===== config.mk =====
export PLATFORM = sky130hd
export DESIGN_NAME = md5_padder_flat
export DESIGN_NICKNAME = d
export VERILOG_FILES = /design/src/rtl/md5_padder_if.sv /design/src/rtl/md5_padder.sv /design/src/flat_wrapper.sv
export SDC_FILE = /design/constraint.sdc
export NUM_CORES = 2
export LEC_CHECK = 0
export CORE_ASPECT_RATIO = 0.7
export CORE_UTILIZATION = 58
export DETAILED_ROUTE_END_ITERATION = 8
export DONT_BUFFER_PORTS = 1
export PLACE_DENSITY = 0.76
export SLEW_MARGIN = 10
export SYNTH_ARGS = -nofsm -noshare
export SYNTH_HDL_FRONTEND = slang
export SYNTH_SLANG_ARGS = --single-unit

===== constraint.sdc =====
create_clock -name clk -period 3.2 [get_ports clk]
set_clock_uncertainty 0.15 [all_clocks]
set_input_delay 0.64 -clock clk [delete_from_list [all_inputs] [get_ports clk]]
set_output_delay 0.64 -clock clk [all_outputs]
set_load 0.01 [all_outputs]

===== src/rtl/md5_padder_if.sv =====
// ---------------------------------------------------------------------------
// md5_padder_if
// Purpose : groups the byte-stream input and the 512-bit block output of the
//           MD5 padder into one bundle.
// Signals :
//   in_valid  - message byte present
//   in_ready  - padder accepts a byte this cycle
//   in_data   - message byte, moves when in_valid && in_ready
//   in_last   - transferred byte is the final byte of the message
//   blk_valid - 512-bit block available
//   blk_ready - round engine takes the block this cycle
//   blk_data  - block, message byte i of the block at bits [8i+7:8i]
//   blk_last  - block is the final block of the message
// Modports:
//   master - environment side: drives the byte stream, consumes blocks
//   slave  - padder side: accepts bytes, produces blocks
// ---------------------------------------------------------------------------
interface md5_padder_if;
  logic         in_valid;
  logic         in_ready;
  logic [7:0]   in_data;
  logic         in_last;
  logic         blk_valid;
  logic         blk_ready;
  logic [511:0] blk_data;
  logic         blk_last;

  modport master (
    output in_valid,
    output in_data,
    output in_last,
    output blk_ready,
    input  in_ready,
    input  blk_valid,
    input  blk_data,
    input  blk_last
  );

  modport slave (
    input  in_valid,
    input  in_data,
    input  in_last,
    input  blk_ready,
    output in_ready,
    output blk_valid,
    output blk_data,
    output blk_last
  );
endinterface


===== src/rtl/md5_padder.sv =====
// ---------------------------------------------------------------------------
// md5_padder
// Purpose : collects a byte stream into 512-bit MD5 blocks and appends the
//           MD5 padding (0x80, zero fill, 64-bit little-endian bit length).
//           A message whose tail does not leave room for the length field
//           produces one extra padding-only block.
// Ports   :
//   clk - system clock, rising edge
//   rst - synchronous active-high reset
//   bus - md5_padder_if.slave (byte stream in, block stream out)
//
// state   | meaning
// --------+---------------------------------------------------------------
// FILL    | accepting message bytes into the block buffer
// OUT     | presenting a block built from message bytes (plus padding)
// OUT_PAD | presenting the extra block that carries only padding/length
// ---------------------------------------------------------------------------
module md5_padder (
  input  logic          clk,
  input  logic          rst,
  md5_padder_if.slave   bus
);

  typedef enum logic [1:0] {
    S_FILL    = 2'd0,
    S_OUT     = 2'd1,
    S_OUT_PAD = 2'd2
  } state_t;

  state_t       r_state;
  logic [5:0]   r_idx;
  logic [60:0]  r_len;
  logic         r_pend_len;
  logic         r_pend_80;
  logic [511:0] r_buf;
  logic         r_blk_last;
  logic         r_in_ready;
  logic         r_blk_valid;

  logic         w_xfer;
  logic         w_hs;
  logic [5:0]   w_idx_inc;
  logic [60:0]  w_len_inc;
  logic [511:0] w_pad_blk;

  assign w_xfer    = bus.in_valid && r_in_ready;
  assign w_hs      = r_blk_valid && bus.blk_ready;
  assign w_idx_inc = r_idx + 6'd1;
  assign w_len_inc = r_len + 61'd1;

  // Padding-only block: optional 0x80 at byte 0 (when the message filled the
  // previous block exactly) and the bit length in bytes 56..63.
  assign w_pad_blk = {r_len, 3'b000, 440'd0, (r_pend_80 ? 8'h80 : 8'h00)};

  always_ff @(posedge clk) begin
    if (rst) begin
      r_state     <= S_FILL;
      r_idx       <= 6'd0;
      r_len       <= 61'd0;
      r_pend_len  <= 1'b0;
      r_pend_80   <= 1'b0;
      r_buf       <= '0;
      r_blk_last  <= 1'b0;
      r_in_ready  <= 1'b1;
      r_blk_valid <= 1'b0;
    end else begin
      case (r_state)
        S_FILL: begin
          if (w_xfer) begin
            r_buf[{r_idx, 3'b000} +: 8] <= bus.in_data;
            r_idx <= w_idx_inc;
            r_len <= w_len_inc;
            if (bus.in_last) begin
              // 0x80 goes right after the final byte unless that byte closed
              // the block; then it opens the padding block instead.
              if (r_idx != 6'd63) begin
                r_buf[{w_idx_inc, 3'b000} +: 8] <= 8'h80;
              end
              if (r_idx <= 6'd54) begin
                r_buf[511:448] <= {w_len_inc, 3'b000};
                r_blk_last     <= 1'b1;
              end else begin
                r_blk_last <= 1'b0;
                r_pend_len <= 1'b1;
                r_pend_80  <= (r_idx == 6'd63);
              end
              r_state     <= S_OUT;
              r_in_ready  <= 1'b0;
              r_blk_valid <= 1'b1;
            end else if (r_idx == 6'd63) begin
              r_blk_last  <= 1'b0;
              r_state     <= S_OUT;
              r_in_ready  <= 1'b0;
              r_blk_valid <= 1'b1;
            end
          end
        end

        S_OUT: begin
          if (w_hs) begin
            if (r_pend_len) begin
              r_buf      <= w_pad_blk;
              r_blk_last <= 1'b1;
              r_state    <= S_OUT_PAD;
            end else begin
              r_buf       <= '0;
              r_idx       <= 6'd0;
              // The running length must survive the intermediate blocks of a
              // long message; it restarts only once the message is finished.
              if (r_blk_last) begin
                r_len <= 61'd0;
              end
              r_blk_last  <= 1'b0;
              r_state     <= S_FILL;
              r_in_ready  <= 1'b1;
              r_blk_valid <= 1'b0;
            end
          end
        end

        S_OUT_PAD: begin
          if (w_hs) begin
            r_buf       <= '0;
            r_idx       <= 6'd0;
            r_len       <= 61'd0;
            r_pend_len  <= 1'b0;
            r_pend_80   <= 1'b0;
            r_blk_last  <= 1'b0;
            r_state     <= S_FILL;
            r_in_ready  <= 1'b1;
            r_blk_valid <= 1'b0;
          end
        end

        default: begin
          r_state     <= S_FILL;
          r_in_ready  <= 1'b1;
          r_blk_valid <= 1'b0;
        end
      endcase
    end
  end

  assign bus.in_ready  = r_in_ready;
  assign bus.blk_valid = r_blk_valid;
  assign bus.blk_data  = r_buf;
  assign bus.blk_last  = r_blk_last;

endmodule

===== src/flat_wrapper.sv =====
// flat-port wrapper written by rule: the top's interface ports become plain ports
module md5_padder_flat 
  (clk, rst, bus_in_valid, bus_in_data, bus_in_last, bus_blk_ready, bus_in_ready, bus_blk_valid, bus_blk_data, bus_blk_last);
  md5_padder_if bus_i ();
  input  logic clk;
  input  logic rst;
  input wire logic [$bits(bus_i.in_valid)-1:0] bus_in_valid;
  input wire logic [$bits(bus_i.in_data)-1:0] bus_in_data;
  input wire logic [$bits(bus_i.in_last)-1:0] bus_in_last;
  input wire logic [$bits(bus_i.blk_ready)-1:0] bus_blk_ready;
  output wire logic [$bits(bus_i.in_ready)-1:0] bus_in_ready;
  output wire logic [$bits(bus_i.blk_valid)-1:0] bus_blk_valid;
  output wire logic [$bits(bus_i.blk_data)-1:0] bus_blk_data;
  output wire logic [$bits(bus_i.blk_last)-1:0] bus_blk_last;
  assign bus_i.in_valid = bus_in_valid;
  assign bus_i.in_data = bus_in_data;
  assign bus_i.in_last = bus_in_last;
  assign bus_i.blk_ready = bus_blk_ready;
  assign bus_in_ready = bus_i.in_ready;
  assign bus_blk_valid = bus_i.blk_valid;
  assign bus_blk_data = bus_i.blk_data;
  assign bus_blk_last = bus_i.blk_last;
  md5_padder u_core (.clk(clk), .rst(rst), .bus(bus_i));
endmodule

==> results.sh <==
export IMPL_status="completed"
export IMPL_synth_top_area_frac=0.437
export IMPL_fin_area_sq_um=31100
export IMPL_synthTopCellsByCount="dfxtp_1 (586), nand2_1 (275), nor2_1 (257)"
export IMPL_clock_root_buffer="clkbuf_16"
export IMPL_p_leak_nw=10.5
export IMPL_power_share_sequential=0.404
export IMPL_synth_cell_types=113
export IMPL_hpwl_um=84000
export IMPL_crit_path_start="u_core.r_idx[1]$_SDFFE_PP0P_"
export IMPL_final_layout_size_suffix_gt1_frac=0.171
export IMPL_clock_sinks=586
export IMPL_clkPwrFrac=0.354
export IMPL_gp_congestion=1.03
export IMPL_initialDrtViolationCount=3861
export IMPL_setup_viol=0
export IMPL_syn_area_per_cell_sq_um=8.78
export IMPL_viasPerCell=7.17
export IMPL_ys_ff_latch=586
export IMPL_combPwrFrac=0.242
export IMPL_yosysTopAreaCell="dfxtp_1"
export IMPL_max_freq_mhz=319
export IMPL_postRouteAntennaNets=0
export IMPL_drv_slew=0
export IMPL_die_height_um=182
export IMPL_yosysWarnings=0
export IMPL_die_w_um=259
export IMPL_final_min_clock_period_ns=3.13
export IMPL_max_cap_viol_count=0
export IMPL_dr_total_vias=27398
export IMPL_p_switching_mw=6.46
export IMPL_setup_tns_ns=0
export IMPL_grt_setup_unrepaired="false"
export IMPL_cp_slowest_stage_delay_ns=0.42
export IMPL_r2r_start="u_core.r_idx[1]$_SDFFE_PP0P_"
export IMPL_period_share=0.979
export IMPL_grt_use_total=0.468
export IMPL_cp_endpoint="u_core.bus.blk_data[499]$_SDFFE_PP0P_"
export IMPL_diodes=0
export IMPL_netlist_area_sq_um=26800
export IMPL_whs_ns=0.0379
export IMPL_core_region_area_sq_um=45400
export IMPL_clock_tree_buffer_depth=3
export IMPL_synth_area_top_cells="dfxtp_1 (44%), o2bb2ai_1 (6.1%), a21oi_1 (4.2%)"
export IMPL_tightest_slew_ns=1.11
export IMPL_synth_edf_count=0
export IMPL_place_area_sq_um=28900
export IMPL_final_util=0.686
export IMPL_endpoint_kind="register"
export IMPL_drt_wl_total_um=115000
export IMPL_crit_arrival_ns=3.43
export IMPL_antenna_found_initial=2
export IMPL_nets=3197
export IMPL_worst_r2r_endpoint="u_core.bus.blk_data[499]$_SDFFE_PP0P_"
export IMPL_h_tree_depth=2
export IMPL_netlist_instances=3057
export IMPL_switching_share=0.340
export IMPL_first_global_vias=25339
export IMPL_area_growth_synth_to_final_pct=15.9
export IMPL_hold_class="input port to register"
export IMPL_synth_most_common_cell="dfxtp_1"
export IMPL_startpoint_type="register"
export IMPL_cts_tree="built"
export IMPL_synth_nets=3081
export IMPL_reg2reg_depth=10
export IMPL_grt_max_degree=225
export IMPL_ys_seq_area_frac=0.437
export IMPL_drcViolationCount=0
export IMPL_async_flop_share=0
export IMPL_grt_overflow=0
export IMPL_rrSetupSlack_ns=0.07
export IMPL_path_clk_slew_ns=0.07
export IMPL_cp_cell_sequence="inv_1, ha_2, nand4bb_1, o21ai_4, buf_4, mux2_2, a211oi_4, nor3_2, a221oi_1, a21oi_1"
export IMPL_fill_cells=3617
export IMPL_drt_pass1_iterations=8
export IMPL_wl_per_cell_um=30.1
export IMPL_path_max_fanout=6
export IMPL_intPower_mw=12.5
export IMPL_critical_path_required_ns=3.50
export IMPL_io_pins=528
export IMPL_hold_viol=0
export IMPL_critPathKind="register to register"
export IMPL_die_area_sq_um=47200
export IMPL_p_per_area_nw_per_um2=610
export IMPL_placementRows=65
export IMPL_ys_flop_type="dfxtp_1"
export IMPL_holdCritStartpoint="bus_in_data[1]"
export IMPL_start_util=0.592
export IMPL_cts_buffers=53
export IMPL_grt_first_pass_wirelength_um=168000
export IMPL_clk_latency_ns=0.60
export IMPL_slew_limit_headroom=0.260
export IMPL_ir_worst_vdd_mv=0.426
export IMPL_io_buffers=0
export IMPL_crit_slowest_cell="mux2_2"
placed cells by master, fill, tap and decap left out, drive strengths merged, types with 8 or more instances in the layout:
| cell | n |
|---|---|
| a211oi | 21 |
| a21o | 16 |
| a21oi | 229 |
| a221oi | 10 |
| a22o | 83 |
| a22oi | 39 |
| a31oi | 37 |
| a32o | 28 |
| a32oi | 12 |
| and2 | 22 |
| and3 | 29 |
| buf | 284 |
| clkbuf | 72 |
| clkinv | 16 |
| dfxtp | 586 |
| ha | 11 |
| inv | 83 |
| mux2i | 35 |
| nand2 | 277 |
| nand2b | 17 |
| nand3 | 108 |
| nand3b | 8 |
| nand4 | 31 |
| nor2 | 269 |
| nor2b | 19 |
| nor3 | 73 |
| nor4 | 25 |
| o211ai | 31 |
| o21a | 11 |
| o21ai | 224 |
| o22ai | 45 |
| o2bb2ai | 186 |
| o31ai | 28 |
| o32ai | 49 |
| or2 | 8 |
| or3 | 36 |
| xnor2 | 25 |
| xor2 | 17 |
cell families (layout without fill, tap and decap cells):
family | Yosys count | in the layout | synth area share
XOR/XNOR | 42 | 42 | 0.0150
adder cells (fa/ha/maj) | 11 | 11 | 0.00513
AND/OR/NAND/NOR | 951 | 951 | 0.177
AO/OA/AOI/OAI | 1120 | 1120 | 0.303
multiplexers | 41 | 41 | 0.0156
buffers and inverters | 306 | 466 | 0.0475
flip-flops | 586 | 586 | 0.437
power by group through the flow:
| stage | combinational [mW] | sequential (mW) | clock, mW |
|---|---|---|---|
| 6_report | 4.60 | 7.67 | 6.72 |
| 5_1_grt | 4.74 | 7.67 | 7.00 |
| 4_1_cts | 4.28 | 7.66 | 6.68 |
| 3_5_place_dp | 4.23 | 7.83 | 0 |
| 3_3_place_gp | 4.17 | 7.82 | 0 |
| 2_1_floorplan | 2.45 | 7.74 | 0 |
per-stage QoR:
stage / instances / power (mW) / setup WS [ns]
3_5_place_dp: 3712 / 12.1 / -0.162
5_1_grt: 3820 / 19.4 / 0.00534
3_3_place_gp: 3712 / 12.0 / -0.306
2_1_floorplan: 3057 / 10.2 / 0.0760
6_report: 3820 / 19.0 / 0.0657
4_1_cts: 3814 / 18.6 / -0.0386
cell type report:
| type | count | area, sq um | share of cell area |
|---|---|---|---|
| Clock buffer | 72 | 1540 | 0.0494 |
| Tap cell | 603 | 754 | 0.0242 |
| Inverter | 80 | 300 | 0.00965 |
| Clock inverter | 27 | 294 | 0.00945 |
| Sequential cell | 586 | 11700 | 0.377 |
| Timing Repair Buffer | 287 | 2360 | 0.0759 |
| Multi-Input combinational cell | 2165 | 14100 | 0.454 |
state kept, by name, indices dropped and copies added, names as in the netlist:
register / count
u_core.bus.blk_data: 512
u_core.bus.blk_last: 1
u_core.bus.blk_valid: 1
u_core.bus.in_ready: 1
u_core.r_idx: 6
u_core.r_len: 61
u_core.r_pend_80: 1
u_core.r_pend_len: 1
u_core.r_state: 2
metal layers:
layer,track usage,vias up,part of all wire
li1,-,11676,-
met1,0.637,13103,0.39
met2,0.661,2243,0.41
met3,0.172,374,0.16
met4,0.195,2,0.047
met5,0,-,0.00016
worst max-delay path, delay by kind of cell (launching register included):
family | cells | cell delay [ns]
AOI/OAI and AO/OA | 4 | 0.96
adders and majority gates | 1 | 0.32
buffers and inverters | 2 | 0.29
DFF | 1 | 0.41
muxes | 1 | 0.42
and+or+nand+nor | 2 | 0.44
how the worst min path moves through the flow:
stage / to / slack [ns] / cells after the start
6_report: u_core.bus.blk_data[449]$_SDFFE_PP0P_ / 0.04 / 2
5_1_grt: u_core.bus.blk_data[448]$_SDFFE_PP0P_ / 0.04 / 2
4_1_cts: u_core.bus.blk_data[448]$_SDFFE_PP0P_ / 0.004 / 1
3_5_place_dp: u_core.r_len[59]$_SDFFE_PP0P_ / 0.30 / 2
3_3_place_gp: u_core.r_len[59]$_SDFFE_PP0P_ / 0.29 / 2
2_1_floorplan: u_core.r_len[59]$_SDFFE_PP0P_ / 0.28 / 2
timing repair:
action	CTS	global route
gates cloned	0	0
buffers inserted	0	6
endpoints found under the setup margin	81	292
pin swaps	0	4
gates resized for setup	8	45
hold endpoints to repair	25	0
hold buffers	3	0
No activity file was read; power rests on OpenSTA's default activity.
